### config.mk
export PLATFORM = sky130hd
export DESIGN_NAME = regfile_writeback
export DESIGN_NICKNAME = d
export VERILOG_FILES = /design/src/rtl/regfile_writeback.sv
export SDC_FILE = /design/constraint.sdc
export NUM_CORES = 1
export LEC_CHECK = 0
export ABC_CLOCK_PERIOD_IN_PS = 2600
export BUFFER_PORTS_ARGS = -buffer_cell sky130_fd_sc_hd__buf_2
export CORE_UTILIZATION = 53
export DETAILED_ROUTE_END_ITERATION = 7
export PLACE_DENSITY = 0.78
export SLEW_MARGIN = 20
export SYNTH_ARGS = -nofsm -noshare
export SYNTH_HDL_FRONTEND = slang
export SYNTH_SLANG_ARGS = --single-unit
export TNS_END_PERCENT = 10
### constraint.sdc
create_clock -name clk -period 2.6 [get_ports clk]
set_input_delay 0 -clock clk [delete_from_list [all_inputs] [get_ports clk]]
set_output_delay 0 -clock clk [all_outputs]
set_load 0.02 [all_outputs]
### src/rtl/regfile_writeback.sv
// Write-side front end for the 32x32 register file: accepts load/ALU results, buffers them
// in order, drains one per cycle onto the single write port, and exposes pending values.
module regfile_writeback #(
    parameter int unsigned DEPTH  = 4,
    parameter int unsigned ADDR_W = 5,
    parameter int unsigned DATA_W = 32
) (
    input  logic              clk,
    input  logic              rst,

    input  logic              mem_valid,
    output logic              mem_ready,
    input  logic [ADDR_W-1:0] mem_reg,
    input  logic [DATA_W-1:0] mem_data,

    input  logic              alu_valid,
    output logic              alu_ready,
    input  logic [ADDR_W-1:0] alu_reg,
    input  logic [DATA_W-1:0] alu_data,

    output logic [ADDR_W-1:0] rf_write_reg,
    output logic [1:0]        rf_reg_write,
    output logic [DATA_W-1:0] rf_write_data,

    input  logic [ADDR_W-1:0] byp_addr1,
    input  logic [ADDR_W-1:0] byp_addr2,
    output logic              byp_hit1,
    output logic              byp_hit2,
    output logic [DATA_W-1:0] byp_data1,
    output logic [DATA_W-1:0] byp_data2,

    output logic              wb_idle
);

    localparam int unsigned PTR_W = $clog2(DEPTH);
    localparam logic [PTR_W:0] FullCount = (PTR_W + 1)'(DEPTH);
    localparam logic [1:0] RfWrite = 2'b01;
    localparam logic [1:0] RfIdle  = 2'b00;

    // Buffer storage needs no reset: occupancy is tracked solely by count_q.
    logic [ADDR_W-1:0] buf_reg  [DEPTH];
    logic [DATA_W-1:0] buf_data [DEPTH];

    logic [PTR_W-1:0] wr_ptr_q, wr_ptr_d;
    logic [PTR_W-1:0] rd_ptr_q, rd_ptr_d;
    logic [PTR_W:0]   count_q, count_d;

    logic              not_full;
    logic              mem_fire;
    logic              alu_fire;
    logic              push;
    logic              pop;
    logic [ADDR_W-1:0] push_reg;
    logic [DATA_W-1:0] push_data;

    // Handshake and enqueue selection
    assign not_full  = (count_q < FullCount);
    assign mem_ready = not_full;
    assign alu_ready = not_full && !mem_valid;

    assign mem_fire  = mem_valid && mem_ready;
    assign alu_fire  = alu_valid && alu_ready;

    always_comb begin
        push_reg  = alu_reg;
        push_data = alu_data;
        if (mem_fire) begin
            push_reg  = mem_reg;
            push_data = mem_data;
        end
    end

    // Writes to r0 complete the handshake but are dropped here.
    assign push = (mem_fire || alu_fire) && (push_reg != '0);
    // Popping on the registered count keeps a fresh entry in the buffer for one cycle.
    assign pop  = (count_q != '0);

    // Pointer and occupancy next state
    always_comb begin
        wr_ptr_d = wr_ptr_q;
        rd_ptr_d = rd_ptr_q;
        count_d  = count_q;
        if (push) begin
            wr_ptr_d = wr_ptr_q + PTR_W'(1);
        end
        if (pop) begin
            rd_ptr_d = rd_ptr_q + PTR_W'(1);
        end
        unique case ({push, pop})
            2'b10:   count_d = count_q + (PTR_W + 1)'(1);
            2'b01:   count_d = count_q - (PTR_W + 1)'(1);
            default: count_d = count_q;
        endcase
    end

    always_ff @(posedge clk) begin
        if (rst) begin
            wr_ptr_q <= '0;
            rd_ptr_q <= '0;
            count_q  <= '0;
        end else begin
            wr_ptr_q <= wr_ptr_d;
            rd_ptr_q <= rd_ptr_d;
            count_q  <= count_d;
        end
    end

    always_ff @(posedge clk) begin
        if (!rst && push) begin
            buf_reg[wr_ptr_q]  <= push_reg;
            buf_data[wr_ptr_q] <= push_data;
        end
    end

    // Output stage driving the register file write port
    always_ff @(posedge clk) begin
        if (rst) begin
            rf_reg_write  <= RfIdle;
            rf_write_reg  <= '0;
            rf_write_data <= '0;
        end else if (pop) begin
            rf_reg_write  <= RfWrite;
            rf_write_reg  <= buf_reg[rd_ptr_q];
            rf_write_data <= buf_data[rd_ptr_q];
        end else begin
            rf_reg_write  <= RfIdle;
        end
    end

    assign wb_idle = (count_q == '0) && (rf_reg_write == RfIdle);

    // Occupancy by age: slot i is the i-th oldest pending entry.
    logic [DEPTH-1:0] age_valid;
    always_comb begin
        age_valid = '0;
        for (int i = 0; i < DEPTH; i++) begin
            age_valid[i] = ((PTR_W + 1)'(i) < count_q);
        end
    end

    logic [ADDR_W-1:0] look_addr [2];
    logic              look_hit  [2];
    logic [DATA_W-1:0] look_data [2];

    assign look_addr[0] = byp_addr1;
    assign look_addr[1] = byp_addr2;

    // Scan oldest to youngest so later matches override earlier ones.
    always_comb begin
        logic [PTR_W-1:0] idx;
        idx = '0;
        for (int p = 0; p < 2; p++) begin
            look_hit[p]  = 1'b0;
            look_data[p] = '0;
            if (look_addr[p] != '0) begin
                if (rf_reg_write == RfWrite && rf_write_reg == look_addr[p]) begin
                    look_hit[p]  = 1'b1;
                    look_data[p] = rf_write_data;
                end
                for (int i = 0; i < DEPTH; i++) begin
                    idx = rd_ptr_q + PTR_W'(i);
                    if (age_valid[i] && buf_reg[idx] == look_addr[p]) begin
                        look_hit[p]  = 1'b1;
                        look_data[p] = buf_data[idx];
                    end
                end
            end
        end
    end

    assign byp_hit1  = look_hit[0];
    assign byp_data1 = look_data[0];
    assign byp_hit2  = look_hit[1];
    assign byp_data2 = look_data[1];

endmodule

==> impl_metrics.py, run 1 <==
metrics = {
    "cells_and_area": {
        "stdcell_area_sq_um": 18000,
        "final_cells": 1801,
        "largest_reg_flops": 128,
        "area_delta_synth_final_pct": 36.3,
        "final_core_util_pct": 73.9,
        "final_nets": 1561,
        "drive_gt1_share_pct": 45.7,
        "antennaDiodeCount": 0,
    },
    "critical_path": {
        "critical_path_class": "reg -> out",
        "r2r_slack_ns": 0.18,
        "required_ns": 2.60,
        "cp-end-kind": "output port",
        "cp_data_arrival_time_ns": 3.35,
        "critPathLaunchType": "register",
        "crit_fanout": 18,
    },
    "yosys": {
        "seq_area_frac_synth_pct": 40.7,
        "synth_edf_count": 148,
        "synth_nets": 1238,
        "synth.avg_cell_area_sq_um": 11.6,
        "netlist_instances": 1141,
        "yosysMostFrequentCell": "edfxtp_1",
        "ys_warn_count": 0,
        "synth_area_sq_um": 13200,
        "ys_types": 52,
        "synthTopCellsByArea": "edfxtp_1 34%, mux4_2 19%, dfxtp_1 7.1%, mux2_2 4.5%, nand2_1 3.2%",
        "ys_top_cells_by_count": "148 x edfxtp_1, 114 x nand2_1, 111 x mux4_2",
        "synth_top_area_share_pct": 33.6,
        "synth_area_leader_cell": "edfxtp_1",
        "async_flop_share_pct": 0,
        "ys_seq_elements": 195,
        "yosys_most_used_dff": "edfxtp_1",
    },
    "routing": {
        "drc": 0,
        "postRouteAntennaNets": 0,
        "drt_first_iter_violations": 1598,
        "wirelength_um": 46700,
        "num_vias": 12200,
        "wl_per_cell_um": 25.9,
        "vias_per_cell": 6.80,
        "drt-pass1-iter-count": 6,
    },
    "sta": {
        "maxSlewHeadroom_pct": 49.1,
        "fmax_mhz": 299,
        "clock_skew_ns": 0.0118,
        "period_needed_ns": 3.35,
        "hold_viol": 0,
        "hold_ws_ns": 0.0146,
        "setup_viol": 66,
        "tightest_slew_ns": 0.764,
        "min_period_over_period_pct": 129,
        "fin_ws_ns": -0.749,
        "maxSlewViolCount": 0,
        "rsz0062_at_grt": "true",
        "final.setup.tns_ns": -41.89,
    },
    "cts": {
        "cts_tree": "built",
        "cts-root-buf": "clkbuf_16",
        "cts_buffers": 17,
        "clkSlewWorstSetupHoldPaths_ns": 0.07,
        "numClockSinks": 195,
        "htreeDepth": 4,
        "cts.path.max_buffers": 2,
        "insertion_delay_ns": 0.45,
    },
    "global_route": {
        "grt_pass1_wl_um": 69100,
        "grt_max_degree": 64,
        "first_global_vias": 12300,
        "grt_use_total_pct": 35.3,
        "antenna_found_initial": 0,
        "gr-total-overflow": 0,
    },
    "place": {
        "hpwlAfterDp_um": 27700,
        "placed_cells": 1662,
        "post-place-ws_ns": -0.428,
        "placed_cell_area_sq_um": 15600,
        "gp_congestion": 0.944,
        "port_buffers": 194,
    },
    "power": {
        "ir_drop_v": 0.000820,
        "total_power_mw": 16.1,
        "power_density_nw_per_um2": 895,
        "p_leak_nw": 6.43,
    },
    "die": {
        "die_x_um": 160,
        "design.portCount": 196,
        "die-area_sq_um": 25600,
        "start_util_pct": 54.2,
        "core_sq_um": 24400,
        "dieHeight_um": 160,
        "row_count": 57,
    },
    "min_path": {
        "min_path_type": "in -> reg",
    },
    "flow_run": {
        "drv_cap": 0,
    },
    "outcome": {
        "status": "complete, but fails checks",
        "violations": "negative setup slack",
    },
}
-- path summary, 6_finish.rpt --
path | from | end | cells past startpoint
worst max-delay path | buf_reg[3][0] | byp_data2[15] | 9
worst min-delay path | alu_reg[1] | buf_reg[0][1] | 2
worst max register to register | count_q[2] | buf_data[2][30] | 6
worst min register to register | rf_write_data[1] | rf_write_data[1] | 2
-- timing repair --
action                                  CTS  global route
setup buffers                            20            10
resized for setup                       132            52
hold endpoints to repair                141             0
hold buffers                             72             0
endpoints found under the setup margin   66            83
gates cloned                              2             4
pin swaps                                22            15
-- cells by family (layout without fill, tap and decap cells) --
group	after synthesis	in the layout	share of synthesized area [%]
and+or+nand+nor	304	305	10.8
AOI/OAI and AO/OA	263	263	13.9
DFF	195	195	40.7
muxes	193	193	26.0
buffers and inverters	119	454	3.91
xor gates and xnor gates	57	57	3.78
adders and majority gates	9	9	0.852
other	1	1	0.0284
-- critical path, stage by stage (launching register included) --
cell       delay (ns)
edfxtp_1         0.46
mux4_2           0.60
xor2_1           0.20
a2111oi_4        0.36
a21oi_2          0.17
buf_12           0.19
a221o_1          0.36
a221oi_2         0.26
nor2_1           0.11
buf_2            0.18
-- layout by cell type, fill, tap and decap left out, drive strengths merged, types with 3 or more instances in the layout --
cell,netlist,final
nand2,114,114
o21ai,31,31
inv,9,17
a22oi,32,32
xor2,18,18
mux4,114,114
xnor2,39,39
edfxtp,148,148
nor2b,20,20
nand4,7,7
o31ai,36,36
dlygate4sd3,0,72
o31a,3,3
buf,38,338
clkinvlp,0,3
a211oi,3,3
and3,15,15
clkinv,0,3
clkbuf,72,20
a221o,11,11
dfxtp,47,47
nor4,12,12
and2,19,19
nor2,72,72
o22ai,14,14
ha,9,9
nand3,20,20
mux2i,26,26
or4,3,3
mux2,53,53
a221oi,46,46
or3,4,4
a21oi,78,78
nor3,7,7
nand3b,8,8
-- power breakdown --
group          total [mW]  switching [mW]  internal [mW]
sequential           4.74           0.660           4.08
clock                2.72            1.35           1.37
combinational        8.67            4.82           3.85
-- metal layers --
layer  global-route usage, %  routed length [um]  vias up
li1                        -                   -     5151
met1                    44.3               16400     5897
met2                    57.9               22100      972
met3                    6.70                5750      222
met4                    19.0                2410        0
met5                       0                   0        -
-- layout make-up --
| class | count | area [sq um] |
|---|---|---|
| clock buffer | 17 | 425 |
| sequential | 195 | 5400 |
| multi-input combinational | 828 | 8150 |
| clock inverter | 15 | 164 |
| fill | 1534 | 6370 |
| timing repair buffer | 413 | 3450 |
| tap | 324 | 405 |
| inverter | 9 | 33.8 |
(Power assumes the default switching activity.)
==> run 2: changes to the inputs <==
Settings changed: ABC_CLOCK_PERIOD_IN_PS 2600 to 3300, CORE_UTILIZATION 53 to 57, PLACE_DENSITY 0.78 to 0.76, REMOVE_ABC_BUFFERS set to 1.
Clock period 2.6 ns to 3.3 ns, I/O delays scaled along.
==> run 2 against run 1 <==
The flow still finishes with violations (negative setup slack); total power down 26%; sequential share of layout area up 2.3 points; flip-flop and latch count unchanged; hold slack better by 0.081 ns; wire length down 8.9%; clock skew down 0.00059 ns; clock power down 22%; count of clock-buffer cells in the layout unchanged; first-iteration DRC count down 11%; design area down 7.1%; final cell count down 6.5%; critical endpoint is now byp_data2[6]; largest power group unchanged.
==> impl_metrics.py, run 2 (synthesis gave the netlist of run 1 again) <==
metrics = {
    "critical_path": {
        "critPathLaunchType": "register",
        "crit_fanout": 5,
        "required_ns": 3.30,
        "cp-end-kind": "output port",
        "r2r_slack_ns": 0.53,
        "reg2reg_depth": 5,
        "cp_data_arrival_time_ns": 3.42,
        "r2r_end": "buf_data[3][0]",
        "critical_path_class": "reg -> out",
        "r2r_start": "count_q[2]",
    },
    "routing": {
        "drt_first_iter_violations": 1427,
        "num_vias": 11900,
        "drt-pass1-iter-count": 5,
        "vias_per_cell": 7.09,
        "wl_per_cell_um": 25.3,
        "drc": 0,
        "wirelength_um": 42500,
        "postRouteAntennaNets": 0,
    },
    "cts": {
        "cts_tree": "built",
        "htreeDepth": 4,
        "clkSlewWorstSetupHoldPaths_ns": 0.08,
        "numClockSinks": 195,
        "cts-root-buf": "clkbuf_16",
        "cts.path.max_buffers": 2,
        "insertion_delay_ns": 0.45,
        "cts_buffers": 17,
    },
    "sta": {
        "final.setup.tns_ns": -1.48,
        "maxSlewHeadroom_pct": 24.8,
        "tightest_slew_ns": 1.13,
        "rsz0062_at_grt": "true",
        "min_period_over_period_pct": 104,
        "setup_viol": 43,
        "hold_ws_ns": 0.0956,
        "hold_viol": 0,
        "fmax_mhz": 292,
        "fin_ws_ns": -0.120,
        "period_needed_ns": 3.42,
        "clock_skew_ns": 0.0112,
        "maxSlewViolCount": 0,
    },
    "outcome": {
        "status": "complete, but fails checks",
        "violations": "negative setup slack",
    },
    "die": {
        "die-area_sq_um": 23800,
        "core_sq_um": 22700,
        "dieHeight_um": 154,
        "row_count": 55,
        "die_x_um": 154,
        "design.portCount": 196,
        "start_util_pct": 58.2,
    },
    "global_route": {
        "grt_pass1_wl_um": 62600,
        "gr-total-overflow": 0,
        "grt_max_degree": 74,
        "first_global_vias": 11500,
        "antenna_found_initial": 0,
        "grt_use_total_pct": 34.7,
    },
    "cells_and_area": {
        "antennaDiodeCount": 0,
        "final_common_cell": "buf_2",
        "final_cell_mix": "174 x buf_2, 148 x edfxtp_1, 112 x nand2_1, 112 x mux4_2, 76 x a21oi_1",
        "drive_gt1_share_pct": 38.8,
        "final_nets": 1483,
        "area_delta_synth_final_pct": 26.6,
        "largest_reg_flops": 128,
    },
    "flow_run": {
        "drv_cap": 0,
    },
    "place": {
        "port_buffers": 194,
        "hpwlAfterDp_um": 24300,
        "gp_congestion": 0.975,
        "post-place-ws_ns": 0.211,
    },
    "power": {
        "intPower_mw": 6.90,
        "p_leak_nw": 5.87,
        "switching_share_pct": 42.5,
        "seqPwrFrac_pct": 31.1,
        "ir_drop_v": 0.000532,
        "power_density_nw_per_um2": 716,
        "power.switching_mw": 5.09,
        "clkPwrFrac_pct": 17.7,
        "share_comb_of_total_power_pct": 51.2,
    },
    "min_path": {
        "hold-path-cell-count": 5,
        "min_path_type": "in -> reg",
        "worstHoldStart": "mem_reg[3]",
        "min_to": "wr_ptr_q[0]",
    },
}
[run 2: changes by cell type in the layout (fill, tap and decap cells not counted), sizes merged, moves of 2 or more]
cell / previous run / this run
clkinv: 3 / 10
dlygate4sd3: 72 / 74
clkinvlp: 3 / 0
buf: 338 / 257
inv: 17 / 14
[run 2: layout make-up]
cell class	count	area (sq um)
clock buffer	17	425
clock inverter	15	185
fill	1453	5970
inverter	9	33.8
multi-input combinational	828	7800
sequential	195	5400
tap	285	357
timing repair buffer	335	2540
[run 2: routing by layer]
layer  vias up  GRT usage [%]  share of wire, %
met3       200           7.17                12
met2       965           59.1                49
li1       4989              -                 -
met1      5778           42.4                34
met5         -              0                 0
met4         0           16.5               5.3
[run 2: worst max-delay path by stage]
stage	slack, ns	end	from	cells after the start
after floorplan	-5.68	byp_data2[10]	rd_ptr_q[0]	7
after global placement	0.17	byp_data2[19]	rd_ptr_q[0]	10
after detailed placement	0.21	byp_data2[13]	rd_ptr_q[0]	10
after CTS	-0.005	byp_data2[22]	buf_reg[2][3]	9
after global routing	-0.16	byp_data2[14]	buf_reg[2][3]	10
final	-0.12	byp_data2[6]	buf_reg[2][3]	10
[run 2: metrics by stage]
step | utilization (%) | instances | total power, mW | instance area, sq um
after floorplan | - | 1031 | 7.80 | 12700
after global placement | 64.0 | 1547 | 9.13 | 14500
after detailed placement | 64.0 | 1547 | 9.27 | 14500
after CTS | 70.7 | 1661 | 11.6 | 16100
after global routing | 73.7 | 1684 | 12.5 | 16700
final | 73.7 | 1684 | 12.0 | 16700
[run 2: worst max-delay path, stage by stage (launching register included)]
cell	delay (ns)
edfxtp_1	0.49
mux4_2	0.57
xor2_1	0.19
a2111oi_4	0.34
buf_4	0.19
a21oi_4	0.08
buf_4	0.19
a221o_1	0.38
a221oi_2	0.27
nor2_1	0.10
buf_2	0.17
[run 2: power by group through the flow]
| stage | sequential, mW | combinational, mW | clock, mW |
|---|---|---|---|
| 5_1_grt | 3.79 | 6.48 | 2.22 |
| 6_report | 3.73 | 6.14 | 2.12 |
| 4_1_cts | 3.71 | 5.74 | 2.12 |
| 3_5_place_dp | 3.77 | 5.49 | 0 |
| 2_1_floorplan | 4.22 | 3.58 | 0 |
| 3_3_place_gp | 3.74 | 5.39 | 0 |
[run 2: repair_timing]
| action | CTS | global route |
|---|---|---|
| cloned | 1 | 5 |
| endpoints found under the hold margin | 148 | 0 |
| hold buffers | 74 | 0 |
| gates resized for setup | 21 | 82 |
| buffers inserted | 7 | 18 |
| pin swaps | 6 | 55 |
| setup endpoints to repair | 65 | 64 |
